`config.mk`:
```
export PLATFORM = sky130hd
export DESIGN_NAME = csv_sfifo_prog_flat
export DESIGN_NICKNAME = d
export VERILOG_FILES = /design/src/rtl/csv_sfifo_pkg.sv /design/src/rtl/csv_sfifo_prog_if.sv /design/src/rtl/csv_sfifo_dpram.sv /design/src/rtl/csv_sfifo_prog.sv /design/src/flat_wrapper.sv
export SDC_FILE = /design/constraint.sdc
export NUM_CORES = 1
export LEC_CHECK = 0
export ABC_AREA = 1
export CAP_MARGIN = 20
export CORE_ASPECT_RATIO = 1.25
export CORE_MARGIN = 1.5
export CORE_UTILIZATION = 45
export CTS_BUF_LIST = sky130_fd_sc_hd__clkbuf_8
export CTS_CLUSTER_DIAMETER = 200
export CTS_CLUSTER_SIZE = 28
export DETAILED_ROUTE_END_ITERATION = 8
export PLACE_DENSITY = 0.71
export SYNTH_ARGS = -nofsm -noshare
export SYNTH_HDL_FRONTEND = slang
export SYNTH_SLANG_ARGS = --single-unit
```
`constraint.sdc`:
```
create_clock -name clk -period 1.9 [get_ports clk]
set_input_delay 0.19 -clock clk [delete_from_list [all_inputs] [get_ports clk]]
set_output_delay 0.19 -clock clk [all_outputs]
set_load 0.03 [all_outputs]
```
`src/rtl/csv_sfifo_pkg.sv`:
```
// csv_sfifo_pkg: shared widths and default thresholds for the csv_sfifo family.
//   ptr_w(depth)   - bits needed to address 0..depth-1 (at least 1)
//   cnt_w(depth)   - bits needed to hold a fill level 0..depth
//   AFULL_OFFSET   - default almost-full threshold sits this far below DEPTH
//   AEMPTY_DEFAULT - default almost-empty threshold
package csv_sfifo_pkg;

    localparam int AFULL_OFFSET   = 4;
    localparam int AEMPTY_DEFAULT = 4;

    function automatic int ptr_w(input int depth);
        return (depth > 1) ? $clog2(depth) : 1;
    endfunction

    function automatic int cnt_w(input int depth);
        return $clog2(depth + 1);
    endfunction

endpackage

```
`src/rtl/csv_sfifo_prog_if.sv`:
```
// csv_sfifo_prog_if: producer/consumer handshake and status bundle of csv_sfifo_prog.
//   master modport - the user side (drives requests, write data, error clear)
//   slave modport  - the FIFO side (drives readiness, read data, status, errors)
interface csv_sfifo_prog_if
    import csv_sfifo_pkg::*;
#(
    parameter int WIDTH = 8,
    parameter int DEPTH = 32
);
    logic [WIDTH-1:0]        wdata;
    logic                    i_wreq;
    logic                    o_wready;
    logic                    i_rreq;
    logic                    o_rready;
    logic [WIDTH-1:0]        rdata;
    logic                    o_rvalid;
    logic [cnt_w(DEPTH)-1:0] fifo_count;
    logic                    fifo_isfull;
    logic                    fifo_isempty;
    logic                    fifo_almost_full;
    logic                    fifo_almost_empty;
    logic                    o_overflow;
    logic                    o_underflow;
    logic                    i_clr_err;

    modport master (
        output wdata, i_wreq, i_rreq, i_clr_err,
        input  o_wready, o_rready, rdata, o_rvalid, fifo_count, fifo_isfull,
               fifo_isempty, fifo_almost_full, fifo_almost_empty, o_overflow, o_underflow
    );

    modport slave (
        input  wdata, i_wreq, i_rreq, i_clr_err,
        output o_wready, o_rready, rdata, o_rvalid, fifo_count, fifo_isfull,
               fifo_isempty, fifo_almost_full, fifo_almost_empty, o_overflow, o_underflow
    );
endinterface

```
`src/rtl/csv_sfifo_dpram.sv`:
```
// csv_sfifo_dpram: one-write/one-read synchronous RAM, WIDTH x DEPTH.
//   clk, rst       - clock; rst clears only the read data register, never the array
//   we/waddr/wdata - write port
//   re/raddr/rdata - registered read port, rdata updates on edges with re=1
module csv_sfifo_dpram
    import csv_sfifo_pkg::*;
#(
    parameter int WIDTH = 8,
    parameter int DEPTH = 32,
    localparam int PW   = ptr_w(DEPTH)
) (
    input  logic             clk,
    input  logic             rst,
    input  logic             we,
    input  logic [PW-1:0]    waddr,
    input  logic [WIDTH-1:0] wdata,
    input  logic             re,
    input  logic [PW-1:0]    raddr,
    output logic [WIDTH-1:0] rdata
);
    logic [WIDTH-1:0] mem [DEPTH];

    always_ff @(posedge clk) begin
        if (we) mem[waddr] <= wdata;
    end

    always_ff @(posedge clk) begin
        if (rst)     rdata <= '0;
        else if (re) rdata <= mem[raddr];
    end
endmodule

```
`src/rtl/csv_sfifo_prog.sv`:
```
// csv_sfifo_prog: single-clock FIFO with arbitrary depth, fill count, programmable
// almost-full/almost-empty thresholds and sticky overflow/underflow flags.
//   clk, rst  - clock and synchronous active-high reset
//   fifo_bus  - csv_sfifo_prog_if.slave: write/read handshake, data, status, errors
// Build option CSV_SFIFO_FWFT_EN: first-word-fall-through read mode. The RAM read
// register doubles as the head-word register, so capacity stays DEPTH in total.
module csv_sfifo_prog
    import csv_sfifo_pkg::*;
#(
    parameter int WIDTH     = 8,
    parameter int DEPTH     = 32,
    parameter int AFULL_TH  = DEPTH - AFULL_OFFSET,
    parameter int AEMPTY_TH = AEMPTY_DEFAULT
) (
    input logic             clk,
    input logic             rst,
    csv_sfifo_prog_if.slave fifo_bus
);
    localparam int PW = ptr_w(DEPTH);
    localparam int CW = cnt_w(DEPTH);
    localparam logic [PW-1:0] PTR_LAST = PW'(DEPTH - 1);
    localparam logic [CW-1:0] CNT_FULL = CW'(DEPTH);
    localparam logic [CW-1:0] AF_TH    = CW'(AFULL_TH);
    localparam logic [CW-1:0] AE_TH    = CW'(AEMPTY_TH);

    logic [PW-1:0] wr_ptr, rd_ptr;
    logic [CW-1:0] cnt, cnt_nxt;
    logic          isfull, isempty, afull, aempty, ovf, udf;
    logic          wr_acc, rd_acc, ram_rd, out_valid;

    // Full is judged on the registered count, so a read on the same edge never frees a slot.
    assign wr_acc = fifo_bus.i_wreq && !isfull;

`ifdef CSV_SFIFO_FWFT_EN
    logic [CW-1:0] ram_cnt;

    // Words still in the array, excluding the one parked in the head register.
    assign ram_cnt = cnt - CW'(out_valid);
    assign rd_acc  = fifo_bus.i_rreq && out_valid;
    // Refill whenever the head is empty or being popped; popping and refilling share an edge.
    assign ram_rd  = (ram_cnt != '0) && (!out_valid || rd_acc);

    always_ff @(posedge clk) begin
        if (rst)         out_valid <= 1'b0;
        else if (ram_rd) out_valid <= 1'b1;
        else if (rd_acc) out_valid <= 1'b0;
    end

    assign fifo_bus.o_rready = out_valid;
`else
    assign rd_acc = fifo_bus.i_rreq && !isempty;
    assign ram_rd = rd_acc;

    always_ff @(posedge clk) begin
        if (rst) out_valid <= 1'b0;
        else     out_valid <= rd_acc;
    end

    assign fifo_bus.o_rready = !isempty;
`endif

    always_comb begin
        cnt_nxt = cnt;
        if (wr_acc && !rd_acc)      cnt_nxt = cnt + CW'(1);
        else if (!wr_acc && rd_acc) cnt_nxt = cnt - CW'(1);
    end

    always_ff @(posedge clk) begin
        if (rst) begin
            wr_ptr  <= '0;
            rd_ptr  <= '0;
            cnt     <= '0;
            isfull  <= 1'b0;
            isempty <= 1'b1;
            afull   <= 1'b0;
            aempty  <= 1'b1;
            ovf     <= 1'b0;
            udf     <= 1'b0;
        end else begin
            if (wr_acc) wr_ptr <= (wr_ptr == PTR_LAST) ? '0 : wr_ptr + PW'(1);
            if (ram_rd) rd_ptr <= (rd_ptr == PTR_LAST) ? '0 : rd_ptr + PW'(1);
            cnt     <= cnt_nxt;
            isfull  <= (cnt_nxt == CNT_FULL);
            isempty <= (cnt_nxt == '0);
            afull   <= (cnt_nxt >= AF_TH);
            aempty  <= (cnt_nxt <= AE_TH);
            // A new error wins over a simultaneous clear.
            ovf     <= (fifo_bus.i_wreq && !wr_acc) || (ovf && !fifo_bus.i_clr_err);
            udf     <= (fifo_bus.i_rreq && !rd_acc) || (udf && !fifo_bus.i_clr_err);
        end
    end

    csv_sfifo_dpram #(
        .WIDTH (WIDTH),
        .DEPTH (DEPTH)
    ) u_ram (
        .clk   (clk),
        .rst   (rst),
        .we    (wr_acc),
        .waddr (wr_ptr),
        .wdata (fifo_bus.wdata),
        .re    (ram_rd),
        .raddr (rd_ptr),
        .rdata (fifo_bus.rdata)
    );

    assign fifo_bus.o_wready          = !isfull;
    assign fifo_bus.o_rvalid          = out_valid;
    assign fifo_bus.fifo_count        = cnt;
    assign fifo_bus.fifo_isfull       = isfull;
    assign fifo_bus.fifo_isempty      = isempty;
    assign fifo_bus.fifo_almost_full  = afull;
    assign fifo_bus.fifo_almost_empty = aempty;
    assign fifo_bus.o_overflow        = ovf;
    assign fifo_bus.o_underflow       = udf;
endmodule

```
`src/flat_wrapper.sv`:
```
// flat-port wrapper written by rule: the top's interface ports become plain ports
module csv_sfifo_prog_flat import csv_sfifo_pkg::*;
#(
    parameter int WIDTH     = 8,
    parameter int DEPTH     = 32,
    parameter int AFULL_TH  = DEPTH - AFULL_OFFSET,
    parameter int AEMPTY_TH = AEMPTY_DEFAULT
)
  (clk, rst, fifo_bus_wdata, fifo_bus_i_wreq, fifo_bus_i_rreq, fifo_bus_i_clr_err, fifo_bus_o_wready, fifo_bus_o_rready, fifo_bus_rdata, fifo_bus_o_rvalid, fifo_bus_fifo_count, fifo_bus_fifo_isfull, fifo_bus_fifo_isempty, fifo_bus_fifo_almost_full, fifo_bus_fifo_almost_empty, fifo_bus_o_overflow, fifo_bus_o_underflow);
  csv_sfifo_prog_if #(.WIDTH(WIDTH), .DEPTH(DEPTH)) fifo_bus_i ();
  input logic clk;
  input logic rst;
  input wire logic [$bits(fifo_bus_i.wdata)-1:0] fifo_bus_wdata;
  input wire logic [$bits(fifo_bus_i.i_wreq)-1:0] fifo_bus_i_wreq;
  input wire logic [$bits(fifo_bus_i.i_rreq)-1:0] fifo_bus_i_rreq;
  input wire logic [$bits(fifo_bus_i.i_clr_err)-1:0] fifo_bus_i_clr_err;
  output wire logic [$bits(fifo_bus_i.o_wready)-1:0] fifo_bus_o_wready;
  output wire logic [$bits(fifo_bus_i.o_rready)-1:0] fifo_bus_o_rready;
  output wire logic [$bits(fifo_bus_i.rdata)-1:0] fifo_bus_rdata;
  output wire logic [$bits(fifo_bus_i.o_rvalid)-1:0] fifo_bus_o_rvalid;
  output wire logic [$bits(fifo_bus_i.fifo_count)-1:0] fifo_bus_fifo_count;
  output wire logic [$bits(fifo_bus_i.fifo_isfull)-1:0] fifo_bus_fifo_isfull;
  output wire logic [$bits(fifo_bus_i.fifo_isempty)-1:0] fifo_bus_fifo_isempty;
  output wire logic [$bits(fifo_bus_i.fifo_almost_full)-1:0] fifo_bus_fifo_almost_full;
  output wire logic [$bits(fifo_bus_i.fifo_almost_empty)-1:0] fifo_bus_fifo_almost_empty;
  output wire logic [$bits(fifo_bus_i.o_overflow)-1:0] fifo_bus_o_overflow;
  output wire logic [$bits(fifo_bus_i.o_underflow)-1:0] fifo_bus_o_underflow;
  assign fifo_bus_i.wdata = fifo_bus_wdata;
  assign fifo_bus_i.i_wreq = fifo_bus_i_wreq;
  assign fifo_bus_i.i_rreq = fifo_bus_i_rreq;
  assign fifo_bus_i.i_clr_err = fifo_bus_i_clr_err;
  assign fifo_bus_o_wready = fifo_bus_i.o_wready;
  assign fifo_bus_o_rready = fifo_bus_i.o_rready;
  assign fifo_bus_rdata = fifo_bus_i.rdata;
  assign fifo_bus_o_rvalid = fifo_bus_i.o_rvalid;
  assign fifo_bus_fifo_count = fifo_bus_i.fifo_count;
  assign fifo_bus_fifo_isfull = fifo_bus_i.fifo_isfull;
  assign fifo_bus_fifo_isempty = fifo_bus_i.fifo_isempty;
  assign fifo_bus_fifo_almost_full = fifo_bus_i.fifo_almost_full;
  assign fifo_bus_fifo_almost_empty = fifo_bus_i.fifo_almost_empty;
  assign fifo_bus_o_overflow = fifo_bus_i.o_overflow;
  assign fifo_bus_o_underflow = fifo_bus_i.o_underflow;
  csv_sfifo_prog #(.WIDTH(WIDTH), .DEPTH(DEPTH), .AFULL_TH(AFULL_TH), .AEMPTY_TH(AEMPTY_TH)) u_core (.clk(clk), .rst(rst), .fifo_bus(fifo_bus_i));
endmodule
```
Word level (Yosys, flattened, before mapping):

Memory sizes are Yosys's and may differ from the RTL's. A register that Yosys moved wholly into a read port is not among the register bits.
Cells that the tools add are included.

* flip-flop bits (word level): 23
* bits in latches: 0
* RAM bits: 256
* memory bits (read-only): 0
* output and inout port bits: 23
* memories: 1

* $add $sub $neg: 4
* multiply operators: 0
* div/mod/pow operators: 0
* $lt $le $gt $ge: 2
* equal/unequal tests: 3
* shifts and indexed selects: 0
* mux-type cells: 6
* bitwise operators: 0
* reduce and logical (&&, ||, !) cells: 16

Memories
* u_core.u_ram.mem: depth 32, bits a word 8, read ports 1, clocked after memory_dff 1, wr ports 1, RTL line csv_sfifo_dpram.sv:21 `logic [WIDTH-1:0] mem [DEPTH];`

Operator list (number)
* $mux W6: 2
* $add A5 B1 Y5 const B: 2
* $eq A5 B5 Y1 const B: 2
* $mux W5: 2
* $logic_and A1 B1 Y1: 8
* $add A6 B1 Y6 const B: 1
* $eq A6 B6 Y1 const B: 1
* $ge A6 B5 Y1 const B: 1
* $le A6 B3 Y1 const B: 1
* $logic_not A6 Y1: 1
* $sub A6 B1 Y6 const B: 1
* $logic_not A1 Y1: 5
* $logic_or A1 B1 Y1: 2
* $mux W1: 2

Logic depth before layout (Yosys ltp):

* word-level depth: 7
* gate-level depth with buffers: 12
* depth with buffers taken out: 11

Cells and area by module:

From an unflattened synthesis, not the netlist that was laid out.

* cell total of the unflattened synthesis: 1094
* area, all modules: 12047.8 um^2

Modules (own cells, without submodules)
* csv_sfifo_dpram: times used 1, cells each 924, area an instance 10790.3 um^2, seq. area each 7847.5 um^2
* csv_sfifo_prog: times used 1, cells each 170, area an instance 1257.5 um^2, seq. area each 460.4 um^2

Worst setup path before layout:

OpenSTA, ideal clock, no wires.

* path kind: register to register
* start point: reg u_core.isfull, in the netlist u_core.fifo_bus.fifo_isfull
* end point: mem u_core.u_ram.mem[11][0] (enable)
* library setup time: 0.370 ns
* data arrival time: 1.484 ns
* required time: 1.530 ns
* slack: 0.046 ns
* cell stages (with the launch flop): 6
* path buffers: 0
* clock period less this slack: 1.854 ns
* path through: dfxtp_1 inv_2 nand2_4 nor2_1 clkinv_1 nor2_1

* cells in the longest elaborated chain, start to end: 4

RTL lines
* start, declared: RTL line csv_sfifo_prog.sv:28 `logic isfull, isempty, afull, aempty, ovf, udf;`
* start signal, assigned: RTL line csv_sfifo_prog.sv:83 `isfull <= (cnt_nxt == CNT_FULL);`
* $logic_not A1 Y1
* net fifo_bus_o_wready: RTL line flat_wrapper.sv:17 `output wire logic [$bits(fifo_bus_i.o_wready)-1:0] fifo_bus_o_wready;`
* $logic_and A1 B1 Y1: RTL line csv_sfifo_prog.sv:32 `assign wr_acc = fifo_bus.i_wreq && !isfull;`
* $mux W1: RTL line csv_sfifo_dpram.sv:24 `if (we) mem[waddr] <= wdata;`
* $mux W1 (implied by the code): RTL line csv_sfifo_dpram.sv:24
* end, declared: RTL line csv_sfifo_dpram.sv:21

The timed path passes the listed nets, and every way through them passes these cells.

==> flow_metrics.tcl <==
set metrics [dict create \
    end_kind "flip-flop" \
    start_kind "flip-flop" \
    critPathMaxFanout 47 \
    clkLatencyLatePin_ps 550 \
    routabilityCongestion 0.919 \
    clkSinkCount 287 \
    place_ws_ps 42.5 \
    outcome "finished clean" \
    drive_gt1_share_pct 9.61 \
    wl_per_cell_um 18.4 \
    synth_edf_count 256 \
    netlist_area_um2 12000 \
    clk_path_buf_depth 3 \
    synth_cells 1107 \
    stdcell_count 1516 \
    required_ps 2410 \
    htreeDepth 1 \
    finalSetupTns_ps 0 \
    ios 36 \
    whs_ps 262 \
    synth_top_area_cell "edfxtp_1" \
    area_growth_syn_to_layout_pct 11.5 \
    cts_tree "built" \
    drtIter0Drc 782 \
    numPortBuffers 35 \
    rows 66 \
    yosysWarnings 0 \
    drv_cap 0 \
    post-dp-hpwl_mm 18.0 \
    gr-total-overflow 0 \
    grt_pass1_vias 7710 \
    rsz0062_at_grt "false" \
    finalClockSkew_ps 44.0 \
    ys_top_cells_by_area "edfxtp_1 64%, nand2_1 12%, nand3_1 7.1%" \
    power_leakage_nw 5.07 \
    grt_util_all_layers_pct 20.4 \
    root_buffer "clkbuf_8" \
    setup_viol 0 \
    report.power.total_mw 11.3 \
    synthArstFlopShare_pct 0 \
    synth_cell_types 32 \
    coreArea_um2 26100 \
    final_nets 1194 \
    hold_path.class "primary input to flip-flop" \
    synth_common_cells "386 x nand2_1, 256 x edfxtp_1, 171 x nand3_1" \
    critPathKind "flip-flop to flip-flop" \
    start_util_pct 46.0 \
    hold_violations 0 \
    vdd_drop_max_v 0.000455 \
    antenna_found_initial 0 \
    slew_headroom_pct 68.5 \
    drt_wl_total_mm 27.9 \
    fillers 2315 \
    finalCritPeriodShare_pct 96.4 \
    drtPass1Iterations 5 \
    dp_cells 1496 \
    fmax_mhz 546 \
    synth-seq-area-share_pct 69.2 \
    max_stage_delay_ps 390 \
    synth_most_common_cell "nand2_1" \
    synth-seq-cells 287 \
    grt_max_degree 63 \
    drcViolationCount 0 \
    avgSynthCellArea_um2 10.9 \
    finalCriticalPeriod_ps 1830 \
    die_area_um2 27700 \
    clk_pin_slew_ps 180 \
    hold_buffers 0 \
    vias 8065 \
    worstPathCellList "buf_12 -> nand2_1 -> inv_2 -> nand2_1 -> nand3_1 -> nand3_1 -> nand3_1 -> nand2_1 -> inv_1" \
    power_density_nw_per_um2 844 \
    fin_ws_ps 68.3 \
    netlist.area_leader.share_pct 64.0 \
    slew_viol_final 0 \
    synth_nets 1129 \
    synth_top_flop_cell "edfxtp_1" \
    antenna_left 0 \
    worst_path_max_delay_cell "dfxtp_2" \
    grt_pass1_wl_mm 42.9 \
    arrival_ps 2340 \
    antenna_cells 0 \
    dieHeight_um 186 \
    via_per_inst 5.32 \
    numCtsBuffers 14 \
    tightest_slew_ps 472 \
    die_x_um 149 \
]
## area by class of cell
| type | count | area [um2] | area share (%) |
|---|---|---|---|
| clock buffer | 15 | 206 | 1.54 |
| multi-input combinational | 719 | 3220 | 24.1 |
| clock inverter | 5 | 45.0 | 0.336 |
| inverter | 47 | 178 | 1.33 |
| timing repair buffer | 103 | 1000 | 7.49 |
| tap | 340 | 425 | 3.18 |
| sequential | 287 | 8310 | 62.1 |
## power breakdown
part / leakage [nW] / switching (mW) / internal (mW)
Clock: 0.141 / 1.79 / 0.766
Sequential: 2.56 / 0.0782 / 6.96
Combinational: 2.36 / 1.17 / 0.539
## cells in the final DEF (no fill, tap or decap), drive strengths merged, types with 6 or more instances in the layout
| cell type | Yosys | final |
|---|---|---|
| clkbuf | 9 | 15 |
| ha | 9 | 9 |
| nand2 | 392 | 392 |
| nor2 | 75 | 75 |
| edfxtp | 256 | 256 |
| o211ai | 6 | 6 |
| inv | 45 | 48 |
| buf | 45 | 68 |
| dlygate4sd2 | 0 | 8 |
| nand4 | 8 | 8 |
| clkdlybuf4s50 | 0 | 26 |
| dfxtp | 31 | 31 |
| nand3 | 174 | 174 |
| o21ai | 6 | 6 |
| a21oi | 34 | 34 |
## flip-flops by register name (all words and copies together), names as in the netlist, 5 cells and up
name                        flops
u_core.u_ram.rdata              8
u_core.u_ram.mem              256
u_core.fifo_bus.fifo_count      6
u_core.wr_ptr                   5
u_core.rd_ptr                   5
## critical path: cells and delay by family (launching register included)
kind / cells / cell delay (ps)
buf+inv: 3 / 560
flops: 1 / 390
simple gates: 6 / 850
## metrics by stage
stage / cell area [um2] / utilization (%)
floorplan: 12000 / -
global placement: 13100 / 50.4
detailed placement: 13100 / 50.4
CTS: 13400 / 51.3
global route: 13400 / 51.3
finish: 13400 / 51.3
## routing by layer
layer / wire [um] / part of all wire (%) / vias to the layer above / global-route usage [%]
met1: 11600 / 41 / 3839 / 26.3
met5: 0 / 0 / - / 0
li1: - / - / 3887 / -
met4: 1130 / 4.0 / 0 / 9.31
met2: 13600 / 49 / 281 / 34.8
met3: 1620 / 5.8 / 58 / 2.16
## timing repair
item	CTS	global route
setup endpoints to repair	8	6
resized for setup	8	2
setup buffers	0	0
## logic make-up after synthesis
family          Yosys count  share of synthesized area, %
flops                   287                          69.2
compound gates           49                          2.29
buf+inv                 101                          4.03
simple gates            659                          23.4
fa+ha+maj                 9                         0.937
xor+xnor                  2                         0.146
## worst paths after layout
check | startpoint | endpoint | slack (ps) | cells past startpoint
setup / recovery | u_core.rd_ptr[1]$_SDFFE_PP0P_ | u_core.u_ram.rdata[4]$_SDFFE_PP0P_ | 70 | 9
hold / removal | fifo_bus_i_clr_err | u_core.fifo_bus.o_underflow$_SDFF_PP0_ | 260 | 4
setup reg to reg | u_core.rd_ptr[1]$_SDFFE_PP0P_ | u_core.u_ram.rdata[4]$_SDFFE_PP0P_ | 70 | 9
hold reg to reg | u_core.fifo_bus.o_underflow$_SDFF_PP0_ | u_core.fifo_bus.o_underflow$_SDFF_PP0_ | 480 | 2
Note: power is estimated with default switching activity, not from simulation.
